[src/rtl/conv_writeback_if.sv]
// conv_writeback_if: result stream and output SRAM port bundle.
// slave = writeback block, master = producer / SRAM side.
interface conv_writeback_if #(
  parameter int X_MAX       = 60,
  parameter int Y_MAX       = 60,
  parameter int PIXEL_DEPTH = 8
);
  localparam int XW = $clog2(X_MAX) + 1;
  localparam int YW = $clog2(Y_MAX) + 1;

  logic                   res_valid;
  logic [PIXEL_DEPTH-1:0] res_pixel;
  logic                   res_ready;
  logic [XW-1:0]          x_addr_out;
  logic [YW-1:0]          y_addr_out;
  logic                   wen_out;
  logic [PIXEL_DEPTH-1:0] wdat_out;
  logic                   wr_busy;

  modport slave (
    input  res_valid,
    input  res_pixel,
    input  wr_busy,
    output res_ready,
    output x_addr_out,
    output y_addr_out,
    output wen_out,
    output wdat_out
  );

  modport master (
    output res_valid,
    output res_pixel,
    output wr_busy,
    input  res_ready,
    input  x_addr_out,
    input  y_addr_out,
    input  wen_out,
    input  wdat_out
  );
endinterface

[src/rtl/conv_writeback.sv]
// conv_writeback: buffers filtered pixels and writes them to the
// output SRAM in serpentine order, flagging frame completion.
module conv_writeback #(
  parameter int X_MAX       = 60,
  parameter int Y_MAX       = 60,
  parameter int PIXEL_DEPTH = 8,
  parameter int FIFO_DEPTH  = 4
) (
  input  logic            clk,
  input  logic            rst,
  input  logic            new_trans,
  input  logic [7:0]      out_width,
  input  logic [7:0]      out_height,
  conv_writeback_if.slave bus,
  output logic            frame_done,
  output logic            drop_err
);
  localparam int XW = $clog2(X_MAX) + 1;
  localparam int YW = $clog2(Y_MAX) + 1;
  localparam int PW = $clog2(FIFO_DEPTH);
  localparam logic [PW:0] FULL_CNT = (PW+1)'(FIFO_DEPTH);

  typedef enum logic [1:0] {
    S_IDLE,
    S_RUN,
    S_DONE
  } state_t;

  state_t state_q, state_d;

  logic [PIXEL_DEPTH-1:0] mem_q [FIFO_DEPTH];
  logic [PW-1:0]          rd_q;
  logic [PW-1:0]          wr_q;
  logic [PW:0]            cnt_q;

  logic [7:0]    w_q;
  logic [7:0]    h_q;
  logic [XW-1:0] x_q, x_d;
  logic [YW-1:0] y_q, y_d;
  // dir: 0 = moving right, 1 = moving left
  logic          dir_q, dir_d;
  logic          fd_q;
  logic          de_q;

  logic       run;
  logic       full;
  logic       empty;
  logic       push;
  logic       pop;
  logic       last;
  logic       zero_dim;
  logic       drop;
  logic [7:0] x_ext;
  logic [7:0] y_ext;

  assign run      = (state_q == S_RUN);
  assign full     = (cnt_q == FULL_CNT);
  assign empty    = (cnt_q == '0);
  assign x_ext    = 8'(x_q);
  assign y_ext    = 8'(y_q);
  assign zero_dim = (out_width == 8'd0) || (out_height == 8'd0);
  assign push     = !new_trans && bus.res_valid && run && !full;
  assign pop      = !new_trans && run && !empty && !bus.wr_busy;
  assign drop     = !new_trans && run && bus.res_valid && full;
  assign last     = (y_ext == h_q - 8'd1) &&
                    (h_q[0] ? (x_ext == w_q - 8'd1)
                            : (x_ext == 8'd0));

  // State register
  always_ff @(posedge clk) begin
    if (rst) state_q <= S_IDLE;
    else     state_q <= state_d;
  end

  // Next-state: new_trans wins over everything else
  always_comb begin
    state_d = state_q;
    if (new_trans) begin
      state_d = zero_dim ? S_DONE : S_RUN;
    end else begin
      unique case (state_q)
        S_RUN:   if (pop && last) state_d = S_DONE;
        S_IDLE:  state_d = S_IDLE;
        S_DONE:  state_d = S_DONE;
        default: state_d = S_IDLE;
      endcase
    end
  end

  // Outputs: handshake, write port and status flags
  always_comb begin
    bus.res_ready  = run && !full;
    bus.wen_out    = run && !empty;
    bus.wdat_out   = mem_q[rd_q];
    bus.x_addr_out = x_q;
    bus.y_addr_out = y_q;
    frame_done     = fd_q;
    drop_err       = de_q;
  end

  // Serpentine step to the next output position
  always_comb begin
    x_d   = x_q;
    y_d   = y_q;
    dir_d = dir_q;
    if (!dir_q) begin
      if (x_ext < w_q - 8'd1) begin
        x_d = x_q + XW'(1);
      end else begin
        y_d   = y_q + YW'(1);
        dir_d = 1'b1;
      end
    end else begin
      if (x_q != '0) begin
        x_d = x_q - XW'(1);
      end else begin
        y_d   = y_q + YW'(1);
        dir_d = 1'b0;
      end
    end
  end

  // FIFO, position, frame geometry and status flags
  always_ff @(posedge clk) begin
    if (rst) begin
      for (int i = 0; i < FIFO_DEPTH; i++) mem_q[i] <= '0;
      rd_q  <= '0;
      wr_q  <= '0;
      cnt_q <= '0;
      w_q   <= '0;
      h_q   <= '0;
      x_q   <= '0;
      y_q   <= '0;
      dir_q <= 1'b0;
      fd_q  <= 1'b0;
      de_q  <= 1'b0;
    end else if (new_trans) begin
      rd_q  <= '0;
      wr_q  <= '0;
      cnt_q <= '0;
      w_q   <= out_width;
      h_q   <= out_height;
      x_q   <= '0;
      y_q   <= '0;
      dir_q <= 1'b0;
      fd_q  <= zero_dim;
      de_q  <= 1'b0;
    end else begin
      if (push) begin
        mem_q[wr_q] <= bus.res_pixel;
        wr_q        <= wr_q + PW'(1);
      end
      if (pop) begin
        rd_q  <= rd_q + PW'(1);
        x_q   <= x_d;
        y_q   <= y_d;
        dir_q <= dir_d;
        if (last) fd_q <= 1'b1;
      end
      if (push && !pop) cnt_q <= cnt_q + (PW+1)'(1);
      if (pop && !push) cnt_q <= cnt_q - (PW+1)'(1);
      if (drop) de_q <= 1'b1;
    end
  end
endmodule

[src/flat_wrapper.sv]
// flat-port wrapper written by rule: the top's interface ports become plain ports
module conv_writeback_flat 
#(
  parameter int X_MAX       = 60,
  parameter int Y_MAX       = 60,
  parameter int PIXEL_DEPTH = 8,
  parameter int FIFO_DEPTH  = 4
)
  (clk, rst, new_trans, out_width, out_height, frame_done, drop_err, bus_res_valid, bus_res_pixel, bus_wr_busy, bus_res_ready, bus_x_addr_out, bus_y_addr_out, bus_wen_out, bus_wdat_out);
  conv_writeback_if #(.X_MAX(X_MAX), .Y_MAX(Y_MAX), .PIXEL_DEPTH(PIXEL_DEPTH)) bus_i ();
  input  logic clk;
  input  logic rst;
  input  logic new_trans;
  input  logic [7:0] out_width;
  input  logic [7:0] out_height;
  output logic frame_done;
  output logic drop_err;
  input wire logic [$bits(bus_i.res_valid)-1:0] bus_res_valid;
  input wire logic [$bits(bus_i.res_pixel)-1:0] bus_res_pixel;
  input wire logic [$bits(bus_i.wr_busy)-1:0] bus_wr_busy;
  output wire logic [$bits(bus_i.res_ready)-1:0] bus_res_ready;
  output wire logic [$bits(bus_i.x_addr_out)-1:0] bus_x_addr_out;
  output wire logic [$bits(bus_i.y_addr_out)-1:0] bus_y_addr_out;
  output wire logic [$bits(bus_i.wen_out)-1:0] bus_wen_out;
  output wire logic [$bits(bus_i.wdat_out)-1:0] bus_wdat_out;
  assign bus_i.res_valid = bus_res_valid;
  assign bus_i.res_pixel = bus_res_pixel;
  assign bus_i.wr_busy = bus_wr_busy;
  assign bus_res_ready = bus_i.res_ready;
  assign bus_x_addr_out = bus_i.x_addr_out;
  assign bus_y_addr_out = bus_i.y_addr_out;
  assign bus_wen_out = bus_i.wen_out;
  assign bus_wdat_out = bus_i.wdat_out;
  conv_writeback #(.X_MAX(X_MAX), .Y_MAX(Y_MAX), .PIXEL_DEPTH(PIXEL_DEPTH), .FIFO_DEPTH(FIFO_DEPTH)) u_core (.clk(clk), .rst(rst), .new_trans(new_trans), .out_width(out_width), .out_height(out_height), .bus(bus_i), .frame_done(frame_done), .drop_err(drop_err));
endmodule
[config.mk]
export PLATFORM = sky130hd
export DESIGN_NAME = conv_writeback_flat
export DESIGN_NICKNAME = d
export VERILOG_FILES = /design/src/rtl/conv_writeback_if.sv /design/src/rtl/conv_writeback.sv /design/src/flat_wrapper.sv
export SDC_FILE = /design/constraint.sdc
export NUM_CORES = 1
export LEC_CHECK = 0
export ABC_CLOCK_PERIOD_IN_PS = 2600
export CAP_MARGIN = 25
export CELL_PAD_IN_SITES_DETAIL_PLACEMENT = 0
export CELL_PAD_IN_SITES_GLOBAL_PLACEMENT = 1
export CORE_ASPECT_RATIO = 1.25
export CORE_MARGIN = 4
export CORE_UTILIZATION = 35
export DETAILED_ROUTE_END_ITERATION = 16
export PLACE_DENSITY_LB_ADDON = 0.1
export SETUP_SLACK_MARGIN = 0.4
export SLEW_MARGIN = 25
export SYNTH_ARGS = -nofsm -noshare
export SYNTH_HDL_FRONTEND = slang
export SYNTH_SLANG_ARGS = --single-unit
[constraint.sdc]
create_clock -name clk -period 2.6 [get_ports clk]
set_input_delay 0.26 -clock clk [delete_from_list [all_inputs] [get_ports clk]]
set_output_delay 0.26 -clock clk [all_outputs]
set_load 0.1 [all_outputs]
Yosys cells after proc, flatten, opt, wreduce, memory -nomap -nowiden
Memory sizes are Yosys's and may differ from the RTL's. A register that Yosys moved wholly into a read port is not among the register bits.
Index checks and enable logic that the tools add are counted.
Word-level totals
  bits in registers: 42
  RAM bits: 32
  bits of input ports: 29
  output and inout bits: 26
  word-level logic and storage cells: 96
  memories kept: 1
Cells by class
  add/subtract/negate cells: 9
  order comparisons: 1
  equal/unequal tests: 9
  mux-type cells: 30
  reduce and logical (&&, ||, !) cells: 35
Memory list
  u_core.mem_q: depth 4, width 8, rd ports 1, clocked after Yosys merged registers in 1, write ports 4, line conv_writeback.sv:31  | logic [PIXEL_DEPTH-1:0] mem_q [FIFO_DEPTH];
Operators by type and width (count)
  2-to-1 mux 7 bit: 6
  zero test 8 bit: 3
  == test 7 x 8 -> 1 bit: 2
  subtractor 8 x 1 -> 8 bit, second input constant: 2
  adder 7 x 1 -> 7 bit, second input constant: 2
  logical AND 1 bit: 14
  2-to-1 mux 1 bit: 14
  2-to-1 mux 2 bit: 6
  < comparator 7 x 8 -> 1 bit: 1
  2-to-1 mux 8 bit: 1
  nonzero test 2 bit: 4
  OR reduction 8 bit: 1
  nonzero test 7 bit: 1
  subtractor 7 x 1 -> 7 bit, second input constant: 1
  zero test 1 bit: 6
  2-to-1 mux 3 bit: 2
  AND reduction 3 bit: 2
  adder 2 x 1 -> 2 bit, second input constant: 2
  != test 2 bit, second input constant: 2
  one-hot mux 2 bit (2 select lines): 1
  adder 3 x 1 -> 3 bit, second input constant: 1
  == test 3 bit, second input constant: 1
  zero test 3 bit: 1
  != test 3 bit, second input constant: 1
  7 further kinds: 7

Depth between registers and ports, before layout
  depth in word-level cells: 10
  mapped depth: 12
  depth with buffers taken out: 12

Least setup slack after synthesis
OpenSTA, ideal clock, no wires.
  path kind: register to register
  start: reg u_core.x_q[1] (netlist: u_core.bus.x_addr_out[1])
  end: reg u_core.x_q[6] (netlist: u_core.bus.x_addr_out[6])
  setup time: 70 ps
  arrival time: 2884 ps
  required time: 2530 ps
  slack: -354 ps
  stages on the path, launching flop included: 9
  path buffers: 0
  period minus slack after synthesis: 2954 ps
  cell sequence: dfxtp_1 > ha_1 > nor2b_1 > o211ai_1 > a21oi_1 > o2111ai_4 > nand3_4 > or4_1 > a21oi_1
Between the ends
  word-level cells in the longest chain between the ends: 3
  elaborated cells on any way between the ends: 10
  classes of those cells: 2 x add/sub; 1 x order compare; 1 x eq/ne; 3 x mux; 3 x reduce/logical
RTL lines
  start, declared: line conv_writeback.sv:38  | logic [XW-1:0] x_q, x_d;
  start signal, assigned: line conv_writeback.sv:132  | x_q <= '0;
  start signal, assigned: line conv_writeback.sv:143  | x_q <= '0;
  start signal, assigned: line conv_writeback.sv:155  | x_q <= x_d;
  < comparator 7 x 8 -> 1 bit, or another cell as far along: line conv_writeback.sv:107  | if (x_ext < w_q - 8'd1) begin
  nonzero test 2 bit (no source line), or another cell as far along
  AND reduction 3 bit (no source line) / 2-to-1 mux 7 bit (equally long branches)
Several ways; a longest one is shown, not always the timed one. The select of a mux whose other input is x is not followed.
A chain may end at the register's enable or synchronous reset.

Worst setup path in the final report
  start: reg u_core.w_q[1]
  end: reg u_core.x_q[6] (netlist: u_core.bus.x_addr_out[6])
Between the ends
  word-level cells in the longest chain between the ends: 4
RTL lines
  start, declared: line conv_writeback.sv:36  | logic [7:0] w_q;
  start signal, assigned: line conv_writeback.sv:141  | w_q <= out_width;
  subtractor 8 x 1 -> 8 bit: line conv_writeback.sv:107
  < comparator 7 x 8 -> 1 bit: line conv_writeback.sv:107
  nonzero test 2 bit (no source line)
  AND reduction 3 bit (no source line)
No other way between the ends.

==> results_tabular.tex <==
\begin{tabular}{lr}
\hline
Metric & Value \\
\hline
\multicolumn{2}{l}{\textbf{Run status}} \\
Status & complete, but fails checks \\
Failing checks & setup timing \\
\multicolumn{2}{l}{\textbf{Worst setup path}} \\
Slowest cell on crit path & sky130\_fd\_sc\_hd\_\_or4\_1 \\
Critical Path Start Type & flip-flop \\
Launch instance of the worst register-to-register path & u\_core.w\_q[1]\$\_SDFFE\_PP0P\_ \\
Maximum fanout encountered on the critical timing path & 3 \\
Data arrival time of the critical path & 2.89 ns \\
Worst setup path startpoint & u\_core.w\_q[1]\$\_SDFFE\_PP0P\_ \\
Endpoint type of the worst setup path & flip-flop \\
Cells traversed along the worst timing path & inv\_2, ha\_4, inv\_2, or3\_4, xor2\_1, ha\_2, a21o\_1, a21o\_1, o2111ai\_4, nand3\_4, or4\_1, a21oi\_1 \\
Critical Setup Path Class & flip-flop to flip-flop \\
Slowest Stage Delay on Critical Path & 0.48 ns \\
Critical Path RT & around 2.9 ns \\
Worst reg2reg setup slack & -0.03 ns \\
\multicolumn{2}{l}{\textbf{Yosys}} \\
Mapped Area & around 3900 um\^{}2 \\
Mean post-synth cell area & between 10 and 15 um\^{}2 \\
Number of warning messages in the yosys log & 0 \\
Number of distinct library cells after synthesis & 48 \\
Most area-consuming cells after synthesis & sky130\_fd\_sc\_hd\_\_edfxtp\_1, sky130\_fd\_sc\_hd\_\_dfxtp\_1, sky130\_fd\_sc\_hd\_\_mux2i\_1 \\
Register area share after synthesis & 0.468 \\
Area fraction of the dominant cell type after synthesis & 0.244 \\
EDFF count, synth & 32 \\
Cells after Synth & between 300 and 400 \\
Flops \& latches, synth & between 70 and 80 \\
Most used flip-flop cell after synthesis & sky130\_fd\_sc\_hd\_\_dfxtp\_1 \\
Syn\_nets & 421 \\
Commonest cells post-synth & sky130\_fd\_sc\_hd\_\_nor2\_1, sky130\_fd\_sc\_hd\_\_dfxtp\_1, sky130\_fd\_sc\_hd\_\_and2\_1 \\
Synth area leader & sky130\_fd\_sc\_hd\_\_edfxtp\_1 \\
Proportion of synthesized flip-flops having asynchronous set or reset & 0 \\
Leading cell type by number of instances after synthesis & sky130\_fd\_sc\_hd\_\_nor2\_1 \\
\multicolumn{2}{l}{\textbf{Die}} \\
Area of the core & between 10000 and 15000 um\^{}2 \\
Total I/O pin count & 55 \\
Effective utilization at floorplan & 0.357 \\
Floorplan die width & roughly 100 um \\
Height of the die & approximately 130 um \\
Floorplan die area & $\sim$13000 um\^{}2 \\
Cell Rows & 43 \\
\multicolumn{2}{l}{\textbf{Drt}} \\
First-pass iteration count of the detailed router & 4 \\
Routed length per instance & 15.7 um \\
Drc violations & 0 \\
Via count normalized by instance count & around 5.0 \\
Number of DRC markers after the initial detailed-route iteration & between 70 and 80 \\
Total number of vias & just over 3000 \\
Wirelength, routed & 9.53 mm \\
Antenna-violating nets left & 0 \\
\multicolumn{2}{l}{\textbf{STA}} \\
Post-layout min period & between 2 and 3 ns \\
Setup repair after global routing missed its margin & yes \\
Maximum clock rate & around 380 MHz \\
Final Worst Setup Slack & -0.0332 ns \\
Final count of negative-setup-slack endpoints & 2 \\
Summed negative setup slack over all endpoints & -0.0642 ns \\
Transition time at the pin with the least slew margin & around 0.47 ns \\
Period utilization & 1.01 \\
Final count of pins violating max slew & 0 \\
Skew final & 0.00884 ns \\
Number of hold violations in the final report & 0 \\
Worst slew margin relative to its limit & 0.686 \\
\multicolumn{2}{l}{\textbf{Worst hold path}} \\
Kind of path behind the tightest hold check & flip-flop to flip-flop \\
Min-delay src & u\_core.drop\_err\$\_SDFFE\_PP0P\_ \\
\multicolumn{2}{l}{\textbf{Placement}} \\
Setup WS pre-CTS & -0.0320 ns \\
Global placement routability congestion & just under 0.8 \\
HPWL after detailed placement & 7.17 mm \\
Port Buf Inserts & 54 \\
\multicolumn{2}{l}{\textbf{Power and ir drop}} \\
Worst voltage drop across the vdd grid & 0.275 mV \\
Areal power density over the cells & around 530 nW/um\^{}2 \\
Leak & 2.14 nW \\
\multicolumn{2}{l}{\textbf{Clock tree}} \\
Later-pin clock latency in the skew report & about 0.34 ns \\
Maximum buffer depth of the clock tree & 2 \\
CTS clock-pin slew for the worst setup and hold paths & 0.06 ns \\
Clock buffers created by TritonCTS & 9 \\
Clock tree root buffer cell & sky130\_fd\_sc\_hd\_\_clkbuf\_16 \\
\# hold bufs at CTS & 0 \\
Clock tree from TritonCTS & done \\
H-tree Lvls & 3 \\
Num Clock Sinks & 76 \\
\multicolumn{2}{l}{\textbf{Finish}} \\
Layout Area Growth over Synthesis & 37.8\% \\
Layout cells sized above 1 & 0.341 \\
Fill cell instance count of the final layout & approximately 1000 \\
Count of nets after finishing & 515 \\
Number of inserted diodes & 0 \\
\multicolumn{2}{l}{\textbf{Global route}} \\
Total global-route track usage & 0.154 \\
Initial antenna violation count & 0 \\
Pin count of the biggest net entering global routing & 22 \\
Vias in the first global route & 3090 \\
Residual overflow from global routing & 0 \\
Wire length of the first global-routing pass & approximately 15 mm \\
\multicolumn{2}{l}{\textbf{Job}} \\
Maximum capacitance violations & 0 \\
\hline
\end{tabular}
## final cells by class
cell class                      instances  area, um^2  area share
Sequential cell                        76        1870       0.344
Inverter                               19        78.8      0.0145
Timing Repair Buffer                   95         798       0.147
Clock buffer                            9         225      0.0415
Tap cell                              135         169      0.0311
Clock inverter                          7        57.6      0.0106
Multi-Input combinational cell        266        2230       0.411
## power by group
group          internal [mW]  switching [mW]  leakage [nW]  total (mW)
sequential              1.28          0.0266         0.698        1.30
combinational          0.186           0.208          1.32       0.394
clock                  0.658           0.528         0.129        1.19
## critical path, delay by kind of cell (launching register included)
family          cells  cell delay [ns]
xor+xnor            1             0.17
buf+inv             2             0.10
flops               1             0.33
compound gates      4             0.77
fa+ha+maj           2             0.31
simple gates        3             0.89
## cell usage in the layout, fill, tap and decap left out, types with 9 or more instances in the layout
cell | synthesis | layout
sky130_fd_sc_hd__xor2_1 | 10 | 10
sky130_fd_sc_hd__nand2_1 | 14 | 13
sky130_fd_sc_hd__and2_1 | 33 | 33
sky130_fd_sc_hd__xnor2_1 | 19 | 17
sky130_fd_sc_hd__buf_4 | 0 | 63
sky130_fd_sc_hd__clkbuf_16 | 0 | 9
sky130_fd_sc_hd__dfxtp_1 | 44 | 28
sky130_fd_sc_hd__edfxtp_1 | 32 | 32
sky130_fd_sc_hd__ha_1 | 17 | 12
sky130_fd_sc_hd__inv_1 | 18 | 12
sky130_fd_sc_hd__dfxtp_2 | 0 | 13
sky130_fd_sc_hd__nor2_1 | 53 | 50
sky130_fd_sc_hd__clkdlybuf4s50_1 | 0 | 28
sky130_fd_sc_hd__mux2i_1 | 22 | 22
## layer usage
| layer | vias to the layer above | track usage | wire length, um |
|---|---|---|---|
| li1 | 1516 | - | - |
| met1 | 1457 | 0.167 | 3580 |
| met2 | 50 | 0.284 | 5390 |
| met3 | 11 | 0.0413 | 414 |
| met4 | 0 | 0.0480 | 150 |
| met5 | - | 0 | 0 |
## what timing repair did
action	4_1_cts	5_1_grt
pin swaps	6	20
resized for setup	11	31
cloned	0	0
endpoints found under the setup margin	19	27
setup buffers	3	6
## worst paths after layout
kind / to / cells past startpoint
hold reg to reg: u_core.drop_err$_SDFFE_PP0P_ / 2
setup reg to reg: u_core.bus.x_addr_out[6]$_SDFFE_PP0P_ / 12
hold / removal: u_core.drop_err$_SDFFE_PP0P_ / 2
setup / recovery: u_core.bus.x_addr_out[6]$_SDFFE_PP0P_ / 12
## flip-flops by register name (all words and copies together), names as in the netlist, named ones only
signal                 cells
u_core.bus.x_addr_out      7
u_core.cnt_q               3
u_core.state_q             2
u_core.bus.y_addr_out      7
u_core.wr_q                2
u_core.dir_q               1
u_core.w_q                 8
u_core.drop_err            1
u_core.rd_q                2
u_core.mem_q              32
u_core.h_q                 8
u_core.frame_done          1
## kinds of logic after synthesis
logic type / Yosys count / share of synthesized area
AO/OA/AOI/OAI: 43 / 0.0794
XOR/XNOR: 29 / 0.0645
adder cells (fa/ha/maj): 19 / 0.0642
buffers and inverters: 31 / 0.0296
flip-flops: 76 / 0.468
multiplexers: 31 / 0.105
AND/OR/NAND/NOR: 144 / 0.190
## stage by stage
step	hold WS, ns	instance area (um^2)	power (mW)	cells	util
2_1_floorplan	0.407	4040	1.54	373	-
3_3_place_gp	0.449	4870	1.67	582	0.442
3_5_place_dp	0.468	4870	1.67	582	0.442
4_1_cts	0.479	5220	2.88	601	0.473
5_1_grt	0.510	5430	3.02	607	0.492
6_report	0.478	5430	2.88	607	0.492
Note: power is estimated with default switching activity, not from simulation.
